--- config.mk ---
export PLATFORM = sky130hd
export DESIGN_NAME = gameover_ctrl_flat
export DESIGN_NICKNAME = d
export VERILOG_FILES = /design/src/rtl/gameover_ctrl_if.sv /design/src/rtl/gameover_ctrl.sv /design/src/flat_wrapper.sv
export SDC_FILE = /design/constraint.sdc
export NUM_CORES = 1
export LEC_CHECK = 0
export CAP_MARGIN = 20
export CORE_MARGIN = 8
export CORE_UTILIZATION = 59
export CTS_CLUSTER_DIAMETER = 40
export DETAILED_ROUTE_END_ITERATION = 12
export GPL_ROUTABILITY_DRIVEN = 1
export PLACE_DENSITY = 0.91
export SYNTH_ARGS = -nofsm -noshare
export SYNTH_HDL_FRONTEND = slang
export SYNTH_SLANG_ARGS = --single-unit
--- constraint.sdc ---
create_clock -name clk -period 3.01 [get_ports clk]
set_clock_uncertainty 0.05 [all_clocks]
set_input_delay 0.301 -clock clk [delete_from_list [all_inputs] [get_ports clk]]
set_output_delay 0.301 -clock clk [all_outputs]
set_load 0.02 [all_outputs]
--- src/rtl/gameover_ctrl_if.sv ---
`timescale 1ns/1ps
// Signal bundle between game logic and the game-over controller.
// The game side (master) drives deaths, frame ticks and the button; the controller (slave) drives overlay state.
interface gameover_ctrl_if;
  logic       frame_tick;
  logic       p1_dead;
  logic       p2_dead;
  logic       restart_btn;
  logic [1:0] winner_latched;
  logic       overlay_en;
  logic       game_reset;
  logic       game_over;

  modport master (
    output frame_tick, p1_dead, p2_dead, restart_btn,
    input  winner_latched, overlay_en, game_reset, game_over
  );

  modport slave (
    input  frame_tick, p1_dead, p2_dead, restart_btn,
    output winner_latched, overlay_en, game_reset, game_over
  );
endinterface

--- src/rtl/gameover_ctrl.sv ---
`timescale 1ns/1ps
// End-of-round sequencer: settles near-simultaneous deaths into a winner, holds and blinks the overlay,
// then turns a fresh restart press into a one-cycle game reset.
module gameover_ctrl #(
  parameter int SETTLE_FRAMES = 4,
  parameter int HOLD_FRAMES   = 120,
  parameter int BLINK_FRAMES  = 30,
  parameter int CNT_W         = 8
) (
  input logic           clk,
  input logic           rst,
  gameover_ctrl_if.slave bus
);

  typedef enum logic [1:0] {PLAY, SETTLE, SHOW, RESTART} state_t;

  localparam logic [CNT_W-1:0] SETTLE_LAST = CNT_W'(SETTLE_FRAMES - 1);
  localparam logic [CNT_W-1:0] HOLD_LAST   = CNT_W'(HOLD_FRAMES - 1);
  localparam logic [CNT_W-1:0] BLINK_LAST  = CNT_W'(BLINK_FRAMES - 1);

  state_t           state, state_nx;
  logic [CNT_W-1:0] cnt, cnt_nx;
  logic             d1, d1_nx, d2, d2_nx;
  logic             hold_done, hold_nx;
  logic             btn_prev;
  logic [1:0]       winner_q, winner_nx;
  logic             overlay_q, overlay_nx;
  logic             game_reset_q, game_reset_nx;
  logic             game_over_q;
  logic             btn_edge;
  logic             d1_seen, d2_seen;

  assign btn_edge = bus.restart_btn & ~btn_prev;
  assign d1_seen  = d1 | bus.p1_dead;
  assign d2_seen  = d2 | bus.p2_dead;

  assign bus.winner_latched = winner_q;
  assign bus.overlay_en     = overlay_q;
  assign bus.game_reset     = game_reset_q;
  assign bus.game_over      = game_over_q;

  // All outputs come straight from flops; btn_prev resets high so a button held through reset is not an edge.
  always_ff @(posedge clk or negedge rst) begin
    if (!rst) begin
      state        <= PLAY;
      cnt          <= '0;
      d1           <= 1'b0;
      d2           <= 1'b0;
      hold_done    <= 1'b0;
      btn_prev     <= 1'b1;
      winner_q     <= 2'b00;
      overlay_q    <= 1'b0;
      game_reset_q <= 1'b0;
      game_over_q  <= 1'b0;
    end else begin
      state        <= state_nx;
      cnt          <= cnt_nx;
      d1           <= d1_nx;
      d2           <= d2_nx;
      hold_done    <= hold_nx;
      btn_prev     <= bus.restart_btn;
      winner_q     <= winner_nx;
      overlay_q    <= overlay_nx;
      game_reset_q <= game_reset_nx;
      game_over_q  <= (state_nx != PLAY);
    end
  end

  // The counter saturates by default and is cleared whenever a phase ends (including hold -> blink).
  always_comb begin
    state_nx      = state;
    cnt_nx        = (bus.frame_tick && cnt != '1) ? cnt + 1'b1 : cnt;
    d1_nx         = d1;
    d2_nx         = d2;
    hold_nx       = hold_done;
    winner_nx     = winner_q;
    overlay_nx    = overlay_q;
    game_reset_nx = 1'b0;

    case (state)
      PLAY: begin
        winner_nx  = 2'b00;
        overlay_nx = 1'b0;
        hold_nx    = 1'b0;
        if (bus.p1_dead || bus.p2_dead) begin
          state_nx = SETTLE;
          cnt_nx   = '0;
          d1_nx    = d1_seen;
          d2_nx    = d2_seen;
        end
      end

      SETTLE: begin
        d1_nx = d1_seen;
        d2_nx = d2_seen;
        // {d1,d2} is directly the winner code: only P2 dead -> 01 (P1 wins), both -> draw.
        if (bus.frame_tick && cnt == SETTLE_LAST) begin
          state_nx   = SHOW;
          cnt_nx     = '0;
          hold_nx    = 1'b0;
          overlay_nx = 1'b1;
          winner_nx  = {d1_seen, d2_seen};
        end
      end

      SHOW: begin
        if (btn_edge && hold_done) begin
          state_nx      = RESTART;
          cnt_nx        = '0;
          hold_nx       = 1'b0;
          overlay_nx    = 1'b0;
          winner_nx     = 2'b00;
          d1_nx         = 1'b0;
          d2_nx         = 1'b0;
          game_reset_nx = 1'b1;
        end else if (bus.frame_tick) begin
          if (!hold_done) begin
            if (cnt == HOLD_LAST) begin
              hold_nx = 1'b1;
              cnt_nx  = '0;
            end
          end else if (cnt == BLINK_LAST) begin
            overlay_nx = ~overlay_q;
            cnt_nx     = '0;
          end
        end
      end

      RESTART: begin
        state_nx = PLAY;
        cnt_nx   = '0;
        d1_nx    = 1'b0;
        d2_nx    = 1'b0;
      end

      default: begin
        state_nx = PLAY;
        cnt_nx   = '0;
      end
    endcase
  end

endmodule

--- src/flat_wrapper.sv ---
// flat-port wrapper written by rule: the top's interface ports become plain ports
module gameover_ctrl_flat 
#(
  parameter int SETTLE_FRAMES = 4,
  parameter int HOLD_FRAMES   = 120,
  parameter int BLINK_FRAMES  = 30,
  parameter int CNT_W         = 8
)
  (clk, rst, bus_frame_tick, bus_p1_dead, bus_p2_dead, bus_restart_btn, bus_winner_latched, bus_overlay_en, bus_game_reset, bus_game_over);
  gameover_ctrl_if bus_i ();
  input logic clk;
  input logic rst;
  input wire logic [$bits(bus_i.frame_tick)-1:0] bus_frame_tick;
  input wire logic [$bits(bus_i.p1_dead)-1:0] bus_p1_dead;
  input wire logic [$bits(bus_i.p2_dead)-1:0] bus_p2_dead;
  input wire logic [$bits(bus_i.restart_btn)-1:0] bus_restart_btn;
  output wire logic [$bits(bus_i.winner_latched)-1:0] bus_winner_latched;
  output wire logic [$bits(bus_i.overlay_en)-1:0] bus_overlay_en;
  output wire logic [$bits(bus_i.game_reset)-1:0] bus_game_reset;
  output wire logic [$bits(bus_i.game_over)-1:0] bus_game_over;
  assign bus_i.frame_tick = bus_frame_tick;
  assign bus_i.p1_dead = bus_p1_dead;
  assign bus_i.p2_dead = bus_p2_dead;
  assign bus_i.restart_btn = bus_restart_btn;
  assign bus_winner_latched = bus_i.winner_latched;
  assign bus_overlay_en = bus_i.overlay_en;
  assign bus_game_reset = bus_i.game_reset;
  assign bus_game_over = bus_i.game_over;
  gameover_ctrl #(.SETTLE_FRAMES(SETTLE_FRAMES), .HOLD_FRAMES(HOLD_FRAMES), .BLINK_FRAMES(BLINK_FRAMES), .CNT_W(CNT_W)) u_core (.clk(clk), .rst(rst), .bus(bus_i));
endmodule
After elaboration in Yosys (flattened, before gate mapping):

Cells that the tools add are included.

* reduce and logical (&&, ||, !) cells: 11
* bitwise gates (word level): 5
* add/sub/neg operators: 1
* equality and inequality tests: 13
* muxes and demuxes: 35

Operators by type and width (number)
* 8-bit 2-to-1 mux: 8
* 8-bit one-hot mux with 4 select lines: 1
* 1-bit 2-to-1 mux: 15
* 2-bit 2-to-1 mux: 5
* 8-bit by 1-bit adder with 8-bit output (second input constant): 1
* 8-bit by 2-bit equality test with 1-bit output (second input constant): 1
* 8-bit by 5-bit equality test with 1-bit output (second input constant): 1
* 8-bit by 7-bit equality test with 1-bit output (second input constant): 1
* 8-bit inequality test (second input constant): 1
* 1-bit one-hot mux with 4 select lines: 2
* 2-bit one-hot mux with 4 select lines: 1
* 2-bit by 1-bit inequality test with 1-bit output (second input constant): 3
* 3-bit by 1-bit inequality test with 1-bit output (second input constant): 2
* 1-bit one-hot mux with 3 select lines: 2
* 2-bit one-hot mux with 3 select lines: 1
* 3-bit AND reduction: 2
* 5-bit AND reduction: 1
* 2-bit equality test (second input constant): 2
* 1-bit logical AND: 3
* 3-bit by 2-bit inequality test with 1-bit output (second input constant): 1
* 3-bit nonzero test: 1
* 2-bit by 1-bit equality test with 1-bit output (second input constant): 1
* 2-bit logical NOT: 1
* 1-bit inverter: 2
* other kinds (5): 6

* register bits: 19
* input port bits: 6
* output and inout port bits: 5

Depth between registers and ports, before layout:

Gate-level depths: netlist (run 1).

* depth in word-level cells: 8
* mapped depth: 7
* depth with buffers taken out: 7

Least setup slack after synthesis (run 1):

Ideal clock, no wire load.

* kind: register to register
* start: register u_core.cnt[5]
* end: register u_core.overlay_q, in the netlist u_core.bus.overlay_en
* library setup time: 0.136 ns
* stages on the path, launching flop included: 6
* period minus slack after synthesis: 1.914 ns
* data required time: 2.824 ns
* buffers on the path: 0
* path slack: 1.096 ns
* data arrival time: 1.728 ns
* cell sequence: dfrtp_1 > or4b_4 > o41ai_4 > o211ai_1 > o21ai_0 > o211ai_1

* cells in the longest elaborated chain, start to end: 4
* elaborated cells between the ends (all ways): 6

Ends and longest elaborated chain
* from (decl): line gameover_ctrl.sv:22 `logic [CNT_W-1:0] cnt, cnt_nx;`
* from (signal assigned): line gameover_ctrl.sv:57 `cnt <= cnt_nx;`
* 8-bit by 2-bit equality test with 1-bit output: line gameover_ctrl.sv:97 `if (bus.frame_tick && cnt == SETTLE_LAST) begin`
* 1-bit logical AND: line gameover_ctrl.sv:97
* 2-bit by 1-bit inequality test with 1-bit output (no line)
* 5-bit AND reduction (no line) (*)
* to (signal assigned): line gameover_ctrl.sv:63 `overlay_q <= overlay_nx;`
* to (decl): line gameover_ctrl.sv:27 `logic overlay_q, overlay_nx;`

Every way passes the cells marked *; elsewhere a longest branch is shown, timed or not.
A chain may end at the register's enable or synchronous reset.

Final worst setup path (run 1):

* start: input bus_frame_tick
* end: register u_core.overlay_q, in the netlist u_core.bus.overlay_en

* cells in the longest elaborated chain, start to end: 3
* elaborated cells between the ends (all ways): 4

Ends and longest elaborated chain
* from (decl): line flat_wrapper.sv:13 `input wire logic [$bits(bus_i.frame_tick)-1:0] bus_frame_tick;`
* 1-bit logical AND: line gameover_ctrl.sv:97
* 2-bit by 1-bit inequality test with 1-bit output (no line)
* 5-bit AND reduction (no line) (*)

Marks and branches as above.

==> metrics.yaml, run 1 <==
clock_latency_ps: 300
worstPathBufferInverterCount: 1
cp_max_fo: 8
antenna_found_initial: 0
multi_input_area_um2: 586.8
final_net_count: 142
cp.required_ps: 3130
synth_common_cells: "18 x dfrtp_1, 14 x nor2_1, 9 x nand2_1"
ios: 11
yosysMostFrequentCell: "dfrtp_1"
status: "completed"
routed_wl_um: 2283
numPortBuffers: 10
synth_top_area_cell: "dfrtp_1"
utilization: 0.7168
path_cells: "clkdlybuf4s50_1 -> or4b_4 -> o41ai_4 -> o211ai_1 -> o21ai_0 -> o211ai_1"
core_um2: 1745
post_cts.repair.setup_buffers: 0
seqCellArea_um2: 476.7
max_slew_margin: 0.4753
grt_max_degree: 20
gp_congestion: 0.9094
maxCapViolCount: 0
gr-usage-met2: 0.2227
netlist_instances: 114
grt_pass1_vias: 792
syn_avg_cell_area_um2: 9.625
cts_tree: "yes"
ctsHoldBuffers: 0
crit_family: "compound AO/OA/AOI/OAI gates"
grt.overflow.total: 0
root_buffer: "clkbuf_4"
clk_pin_slew_worst_paths_ps: 100
dp.final_hpwl_um: 1709
yosys_warnings: 0
worst_pin_slew_ps: 784.6
fin_setup_tns_ps: 0
crit_path_frequent_cell: "o211ai_1"
ir_drop_v: 0.0005295
cts_max_path_buffers: 2
wire_per_inst_um: 15.02
rows: 15
cp_data_arrival_time_ps: 2360
seq_area_frac_synth: 0.4344
syn_area_um2: 1097
firstDrtPassIters: 5
fmax_mhz: 446.9
die_x_um: 59.13
clock-sinks: 19
synth.distinct_cells: 35
worstSetupPathType: "input port to flop"
fillers: 131
h-tree-depth: 1
power_density_nw_per_um2: 703.6
p_leak_uw: 0.0004970
ctsResizeCount: 0
synthFlopType: "dfrtp_1"
grt_setup_unrepaired: "false"
hp-class: "input port to asynchronous set/reset pin"
post-route-period-util: 0.7433
hold_viol_final: 0
async_flop_share: 1.000
holdWs_ps: 403.2
min_period_ps: 2237
endpoint_kind: "flop"
vias: 921
grt.busiest_layer: "met2"
die_h_um: 59.13
viasPerCell: 6.059
crit_slowest_cell: "clkdlybuf4s50_1"
final_layout_size_suffix_gt1_frac: 0.06299
ys_seq_elements: 19
drt_iter0_drc: 38
synth.area.top_cells: "dfrtp_1 41%, ha_1 9.1%, nor2_1 4.8%"
cts_buffers: 3
use_met3: 0.03905
ant_nets: 0
synth_top_area_share: 0.4105
met1_usage: 0.1631
grt_pass1_wl_um: 3657
start_util: 0.6287
syn_to_final_growth_pct: 14.03
setup_viol: 0
drv_slew: 0
drc: 0
start_kind: "input port"
grt_use_total: 0.1385
antenna_cells: 0
synth-edff-count: 0
die_area_um2: 3496
worst_path_largest_cell_delay_ps: 620
synth_nets: 128
==> registers in the layout (all words and copies together) (netlist names) <==
register,count
u_core.btn_prev,1
u_core.bus.game_over,1
u_core.bus.game_reset,1
u_core.bus.overlay_en,1
u_core.bus.winner_latched,2
u_core.cnt,8
u_core.d1,1
u_core.d2,1
u_core.hold_done,1
u_core.state,2
==> cell type report <==
type,count,area share
clock buffers,4,0.02100
inverters,8,0.02400
flip-flops and latches,19,0.3810
multi-input cells,86,0.4690
well taps,25,0.02500
repair buffers,10,0.08000
==> kinds of logic after synthesis <==
| logic type | share of synthesized area |
|---|---|
| simple gates | 0.1938 |
| flops | 0.4344 |
| xor+xnor | 0.03193 |
| buf+inv | 0.03078 |
| compound gates | 0.2178 |
| fa+ha+maj | 0.09122 |
==> path summary, 6_finish.rpt <==
check / start / endpoint / slack (ps) / cells past startpoint
setup reg to reg: u_core.cnt[0] / u_core.cnt[7] / 820 / 6
max in group asynchronous: rst / u_core.cnt[1] / 2020 / 1
setup / recovery: bus_frame_tick / u_core.bus.overlay_en / 770 / 6
hold reg to reg: u_core.bus.winner_latched[1] / u_core.bus.winner_latched[1] / 460 / 2
min in group clk: bus_restart_btn / u_core.btn_prev / 420 / 1
hold / removal: rst / u_core.bus.game_reset / 400 / 1
==> layer usage <==
metal  vias to the layer above  routed length (um)
met2                        40                1062
met4                         0                  55
li1                        438                   -
met5                         -                   0
met1                       436                1029
met3                         7                 137
==> cells in the final DEF, fill, tap and decap left out, types with 2 or more instances in the layout <==
| cell type | synthesis | routed |
|---|---|---|
| dfrtp_1 | 18 | 18 |
| inv_1 | 8 | 8 |
| nand2b_1 | 2 | 2 |
| clkdlybuf4s50_1 | 0 | 10 |
| xor2_1 | 2 | 2 |
| nand2_1 | 9 | 9 |
| o211ai_1 | 2 | 2 |
| xnor2_1 | 2 | 2 |
| nand3_1 | 6 | 6 |
| nor3_1 | 3 | 3 |
| ha_1 | 8 | 8 |
| nor2_1 | 14 | 14 |
| a211oi_1 | 4 | 4 |
| nor4_1 | 2 | 2 |
| a21oi_1 | 6 | 6 |
| o21ai_0 | 8 | 8 |
| clkbuf_4 | 0 | 3 |
==> worst reg2reg max path, cell delays in order (launching register included) <==
cell and delay (ps):
dfrtp_1 440, ha_1 270, nand2b_1 170, nor4_1 450, o21ai_1 160, a221oi_4 420
a311oi_1 100
==> stage by stage <==
stage	setup slack [ps]	power, uW	cell area [um2]	cells
after global routing	661.6	938.3	1251	152
after detailed placement	488.4	754.1	1225	148
after floorplan	1096	626.1	1097	114
after global placement	548.5	740.4	1225	148
final	772.5	880.4	1251	152
after CTS	799.6	884.0	1251	152
==> report_power, final <==
| group | internal [uW] | total (uW) | switching (uW) |
|---|---|---|---|
| clock network | 51.6 | 125 | 73.4 |
| registers | 310 | 360 | 49.6 |
| logic | 170 | 396 | 226 |
| total | 532 | 880 | 349 |
(Power assumes the default switching activity.)
==> run 2, diff against run 1 <==
--- a/config.mk
+++ b/config.mk
@@ -7,11 +7,11 @@
 export LEC_CHECK = 0
 export CAP_MARGIN = 20
 export CORE_MARGIN = 8
-export CORE_UTILIZATION = 59
+export CORE_UTILIZATION = 55
 export CTS_CLUSTER_DIAMETER = 40
 export DETAILED_ROUTE_END_ITERATION = 12
 export GPL_ROUTABILITY_DRIVEN = 1
-export PLACE_DENSITY = 0.91
+export PLACE_DENSITY = 0.86
 export SYNTH_ARGS = -nofsm -noshare
 export SYNTH_HDL_FRONTEND = slang
 export SYNTH_SLANG_ARGS = --single-unit
==> constraint.sdc (replaced) <==
create_clock -name clk -period 2.15 [get_ports clk]
set_clock_uncertainty 0.05 [all_clocks]
set_input_delay 0.215 -clock clk [delete_from_list [all_inputs] [get_ports clk]]
set_output_delay 0.215 -clock clk [all_outputs]
set_load 0.02 [all_outputs]
==> run 2 against run 1 <==
Compared with the run above:
- clock power grew 45%
- highest routed layer unchanged
- largest power group unchanged
- hold slack lost 220 ps
- via count grew 0.87%
- critical endpoint unchanged
- worst setup slack lost 710 ps
- count of clock-buffer cells in the layout is the same
==> metrics.yaml, run 2 (synthesis results as in run 1) <==
status: "completed"
setup_viol: 0  # unchanged
hold_viol_final: 0  # unchanged
power_density_nw_per_um2: 980.9  # +39%
p_leak_uw: 0.0005508  # +11%
clk_pin_slew_worst_paths_ps: 110  # about the same
cts_tree: "yes"
dp.final_hpwl_um: 1714  # +0.33%
gp_congestion: 0.8591  # -5.5%
antenna_cells: 0  # unchanged
layout_commonest_cell: "dfrtp_1"
grt_use_total: 0.1339  # -0.004662
top_register: "u_core.cnt"
clock-sinks: 19  # unchanged
largest_reg_flops: 8  # unchanged
final_cell_mix: "18 x dfrtp_1, 14 x nor2_1, 11 x buf_4"
clock_latency_ps: 300  # about the same
grt_pass1_wl_um: 3670  # +0.36%
final_net_count: 153  # +7.7%
antenna_found_initial: 0  # unchanged
die_area_um2: 3680  # +5.3%
drc: 0  # unchanged
dp_cells: 160  # +8.1%
start_util: 0.5710  # -0.05771
firstDrtPassIters: 4  # -1
cts_buffers: 3  # unchanged
viasPerCell: 5.630  # -7.1%
routed_wl_um: 2220  # -2.8%
drv_slew: 0  # unchanged
hp-class: "input port to asynchronous set/reset pin"
cp_data_arrival_time_ps: 2210  # -150 ps
start_kind: "flop"
ios: 11  # unchanged
syn_to_final_growth_pct: 22.35
die_x_um: 60.67  # +2.6%
h-tree-depth: 1  # unchanged
grt_setup_unrepaired: "true"
grt_pass1_vias: 870  # +9.8%
endpoint_kind: "flop"
cts_max_path_buffers: 2  # unchanged
place_area_um2: 1303  # +6.3%
stdcell_area_um2: 1343  # +7.3%
ctsHoldBuffers: 0  # unchanged
ant_nets: 0  # unchanged
wire_per_inst_um: 13.45  # -10%
final_layout_size_suffix_gt1_frac: 0.1449  # +0.08194
grt_max_degree: 20  # unchanged
vias: 929  # +0.87%
numPortBuffers: 10  # unchanged
cp.required_ps: 2270  # -860 ps
ir_drop_v: 0.0005407  # +2.1%
fmax_mhz: 479.2
worst_pin_slew_ps: 351.0  # -433.6 ps
fin_cells: 165  # +8.6%
max_slew_margin: 0.7652  # +0.2899
root_buffer: "clkbuf_4"
maxCapViolCount: 0  # unchanged
cp_max_fo: 6  # -2
post-route-period-util: 0.9706
rows: 16  # +1
worstSetupPathType: "flop to flop"
grt.overflow.total: 0  # unchanged
die_h_um: 60.67  # +2.6%
drt_iter0_drc: 29  # -24%
core_um2: 1922  # +10%
min_period_ps: 2087
[run 2: cell types whose count changed in the layout (fill, tap and decap cells not counted), sizes merged]
cell	before	now
buf	0	11
[run 2: worst max-delay path, cell delays in order, from the launching register on]
cell      delay (ps)
dfrtp_1          450
or4b_4           580
o41ai_4          310
o211ai_1         230
o21ai_0          230
o211ai_1         120
[run 2: where the power goes]
group / internal, uW / leakage (uW) / total, uW / switching [uW]
registers: 434 / 0.000241 / 506 / 71.8
clock network: 72.3 / 0.0000150 / 181 / 109
logic: 307 / 0.000295 / 630 / 323
total: 814 / 0.000551 / 1320 / 503
[run 2: path summary, 6_finish.rpt]
path,depth (start not counted),slack (ps),start,end
worst min register to register,2,440,u_core.bus.winner_latched[1],u_core.bus.winner_latched[1]
worst max register to register,5,60,u_core.cnt[5],u_core.bus.overlay_en
worst min-delay path,2,190,rst,u_core.bus.game_reset
min in group clk,1,320,bus_restart_btn,u_core.btn_prev
worst max-delay path,5,60,u_core.cnt[5],u_core.bus.overlay_en
max in group asynchronous,2,1610,rst,u_core.btn_prev
[run 2: per-stage QoR]
step           hold slack [ps]  TNS [ps]  worst slack [ps]    util  total power [uW]
5_1_grt                  210.4    -12.86            -12.86  0.6986              1421
6_report                 187.6         0             63.30  0.6986              1317
4_1_cts                  198.8         0             44.05  0.6914              1307
3_5_place_dp             430.4    -331.2            -118.6  0.6777              1130
3_3_place_gp             413.9    -27.04            -27.04  0.6777              1102
2_1_floorplan           -130.6         0             235.5       -             876.5
[run 2: metal layers]
layer,GRT usage,routed length (um),part of all wire,vias up
li1,-,-,-,457
met5,0,0,0,-
met4,0.09302,80,0.036,0
met2,0.2066,1023,0.46,22
met1,0.1623,1025,0.46,442
met3,0.02754,91,0.041,8
[run 2: timing repair]
item | in CTS | in global routing
gates resized for setup | 0 | 1
buffers inserted | 0 | 1
endpoints found under the hold margin | 0 | 0
setup endpoints to repair | 0 | 4
[run 2: layout make-up]
class / count / area (um2)
inverters: 8 / 30.03
flip-flops and latches: 19 / 476.7
repair buffers: 21 / 182.7
well taps: 27 / 33.78
clock buffers: 4 / 26.28
fillers: 153 / 579.3
multi-input cells: 86 / 593.1
==> run 3, diff against run 2 <==
--- a/config.mk
+++ b/config.mk
@@ -6,12 +6,14 @@
 export NUM_CORES = 1
 export LEC_CHECK = 0
 export CAP_MARGIN = 20
+export CELL_PAD_IN_SITES_DETAIL_PLACEMENT = 1
+export CELL_PAD_IN_SITES_GLOBAL_PLACEMENT = 2
 export CORE_MARGIN = 8
-export CORE_UTILIZATION = 55
+export CORE_UTILIZATION = 31
 export CTS_CLUSTER_DIAMETER = 40
 export DETAILED_ROUTE_END_ITERATION = 12
 export GPL_ROUTABILITY_DRIVEN = 1
-export PLACE_DENSITY = 0.86
+export PLACE_DENSITY = 0.82
 export SYNTH_ARGS = -nofsm -noshare
 export SYNTH_HDL_FRONTEND = slang
 export SYNTH_SLANG_ARGS = --single-unit
==> constraint.sdc (replaced) <==
create_clock -name clk -period 1.9 [get_ports clk]
set_clock_uncertainty 0.05 [all_clocks]
set_input_delay 0.19 -clock clk [delete_from_list [all_inputs] [get_ports clk]]
set_output_delay 0.19 -clock clk [all_outputs]
set_load 0.02 [all_outputs]
==> run 3 against run 2 <==
Compared with the run above:
- the run now ends with negative setup slack left
- maximum frequency increased by 4.9%
- via count is 9.4% higher
- final cell count up 21%
- routed wire length up 35%
- critical path depth grew 1
- first-iteration DRC count fell by 21%
- clock power increased by 15%
- sequential power rose by 11%
- global-route usage shrank 1.5 points
- flip-flop and latch count is the same
- critical endpoint is now u_core.cnt[2]
- largest cell class unchanged
- highest routed layer unchanged
==> metrics.yaml, run 3 (synthesis results as in run 1) <==
status: "finished, violations left"
violations: "negative setup slack"
startpoint: "u_core.cnt[5]"
setup_ws_ps: -88.53  # -151.8 ps
cts_buffers: 3  # unchanged
clk_pin_slew_worst_paths_ps: 120  # about the same
sw_frac_of_total: 0.3958  # +0.01381
antenna_cells: 0  # unchanged
start_kind: "flop"
drt_iter0_drc: 23  # -21%
core_um2: 3363  # +75%
gr-usage-met2: 0.2052  # -0.001459
top_register: "u_core.cnt"
grt_setup_unrepaired: "true"
fin_cells: 199  # +21%
hp-class: "input port to asynchronous set/reset pin"
routed_wl_um: 2986  # +35%
ant_nets: 0  # unchanged
rr_worst_depth: 6  # +1
drv_slew: 0  # unchanged
internal-power_uw: 1012  # +24%
grt_max_degree: 12  # -40%
pre_cts_ws_ps: -305.8  # -187.2 ps
vias: 1016  # +9.4%
seqPwrFrac: 0.336  # -0.048
syn_to_final_growth_pct: 39.91
post-route-period-util: 1.047  # +0.07604
path_cells: "or4b_4 -> o41ai_4 -> nor2_2 -> a221oi_4 -> buf_6 -> a211oi_2"
dp_cells: 192  # +20%
cp_data_arrival_time_ps: 2110  # -100 ps
clock-sinks: 19  # unchanged
endpoint_kind: "flop"
cts_max_path_buffers: 2  # unchanged
worst_pin_slew_ps: 454.4  # +103.4 ps
numPortBuffers: 10  # unchanged
fillers: 424  # +180%
firstDrtPassIters: 4  # unchanged
grt_use_total: 0.1185  # -0.01534
grt_pass1_wl_um: 5133  # +40%
grt.busiest_layer: "met2"
die_h_um: 75.50  # +24%
maxCapViolCount: 0  # unchanged
use_met3: 0.02237  # -0.005174
setup_viol: 11  # +11
cts_tree: "yes"
p_comb_frac: 0.540  # +0.062
min_period_ps: 1989  # -98.17 ps
r2r_setup_slack_ps: -90  # -150 ps
utilization: 0.4565  # -0.2421
final_layout_size_suffix_gt1_frac: 0.3007  # +0.1557
drc: 0  # unchanged
cp_max_fo: 5  # -1
clock_latency_ps: 300  # about the same
worstReg2RegStart: "u_core.cnt[5]"
wire_per_inst_um: 15.01  # +12%
ios: 11  # unchanged
h-tree-depth: 1  # unchanged
rr_endpoint: "u_core.cnt[2]"
p_leak_uw: 0.0006431  # +17%
grt_pass1_vias: 1102  # +27%
ir_drop_v: 0.0003020  # -44%
dp.final_hpwl_um: 2337  # +36%
layout_commonest_cell: "buf_4"
final_cell_mix: "25 x buf_4, 18 x dfrtp_1, 13 x nor2_1"
final_net_count: 168  # +9.8%
viasPerCell: 5.106  # -9.3%
root_buffer: "clkbuf_4"
p_switching_uw: 663.3  # +32%
die_x_um: 75.50  # +24%
rows: 21  # +5
largest_reg_flops: 8  # unchanged
antenna_found_initial: 0  # unchanged
worst_path_largest_cell_delay_ps: 570  # about the same
max_slew_margin: 0.6961  # -0.06909
cp.required_ps: 2020  # -250 ps
start_util: 0.3263  # -0.2447
crit_slowest_cell: "or4b_4"
fmax_mhz: 502.9  # +4.9%
grt.overflow.total: 0  # unchanged
fin_setup_tns_ps: -743.4  # -743.4 ps
hold_viol_final: 0  # unchanged
die_area_um2: 5700  # +55%
clkPwrFrac: 0.124  # -0.013
met1_usage: 0.1411  # -0.02121
power_density_nw_per_um2: 1091  # +11%
worstSetupPathType: "flop to flop"
gp_congestion: 0.8600  # +0.10%
ctsHoldBuffers: 0  # unchanged
==> run 3: layer usage <==
layer	wire, um	vias to the layer above	share of wire
li1	-	493	-
met4	21	0	0.0070
met3	80	2	0.027
met1	1329	513	0.45
met5	0	-	0
met2	1554	8	0.52
==> run 3: how the worst max path moves through the flow <==
stage | cells after the start | slack (ps) | to
2_1_floorplan | 5 | -10 | u_core.bus.overlay_en
6_report | 6 | -90 | u_core.cnt[2]
3_3_place_gp | 6 | -240 | u_core.bus.overlay_en
5_1_grt | 6 | -200 | u_core.cnt[3]
3_5_place_dp | 6 | -310 | u_core.bus.overlay_en
4_1_cts | 6 | -100 | u_core.cnt[7]
==> run 3: stage by stage <==
step	power (uW)	instance area, um2	hold WS [ps]
after floorplan	991.9	1097	-155.6
after global placement	1344	1424	422.9
after detailed placement	1368	1424	451.7
after CTS	1665	1514	142.2
after global routing	1801	1535	156.4
final	1676	1535	138.8
==> run 3: area by class of cell <==
class | count | area, um2 | share of cell area
flip-flops and latches | 19 | 476.7 | 0.3105
well taps | 46 | 57.56 | 0.03749
clock buffers | 3 | 22.52 | 0.01467
inverters | 8 | 30.03 | 0.01956
repair buffers | 36 | 299.0 | 0.1948
clock inverters | 1 | 5.005 | 0.003260
multi-input cells | 86 | 644.4 | 0.4197
==> run 3: power by group through the flow <==
| stage | Clock, uW | Sequential, uW | Combinational [uW] |
|---|---|---|---|
| 2_1_floorplan | 0 | 614 | 378 |
| 3_3_place_gp | 0 | 562 | 781 |
| 3_5_place_dp | 0 | 572 | 796 |
| 4_1_cts | 219 | 564 | 883 |
| 5_1_grt | 232 | 574 | 995 |
| 6_report | 208 | 564 | 904 |
==> run 3: worst max-delay path: cells and delay by family, from the launching register on <==
family,cells,cell delay [ps]
AND/OR/NAND/NOR,2,660
AO/OA/AOI/OAI,3,580
flip-flops,1,410
buffers and inverters,1,160
==> run 3: repair_timing <==
action                                  4_1_cts  5_1_grt
endpoints found under the setup margin       13       13
gates cloned                                  0        0
pin swaps                                     4        5
gates resized for setup                      12        6
buffers inserted                              3        0
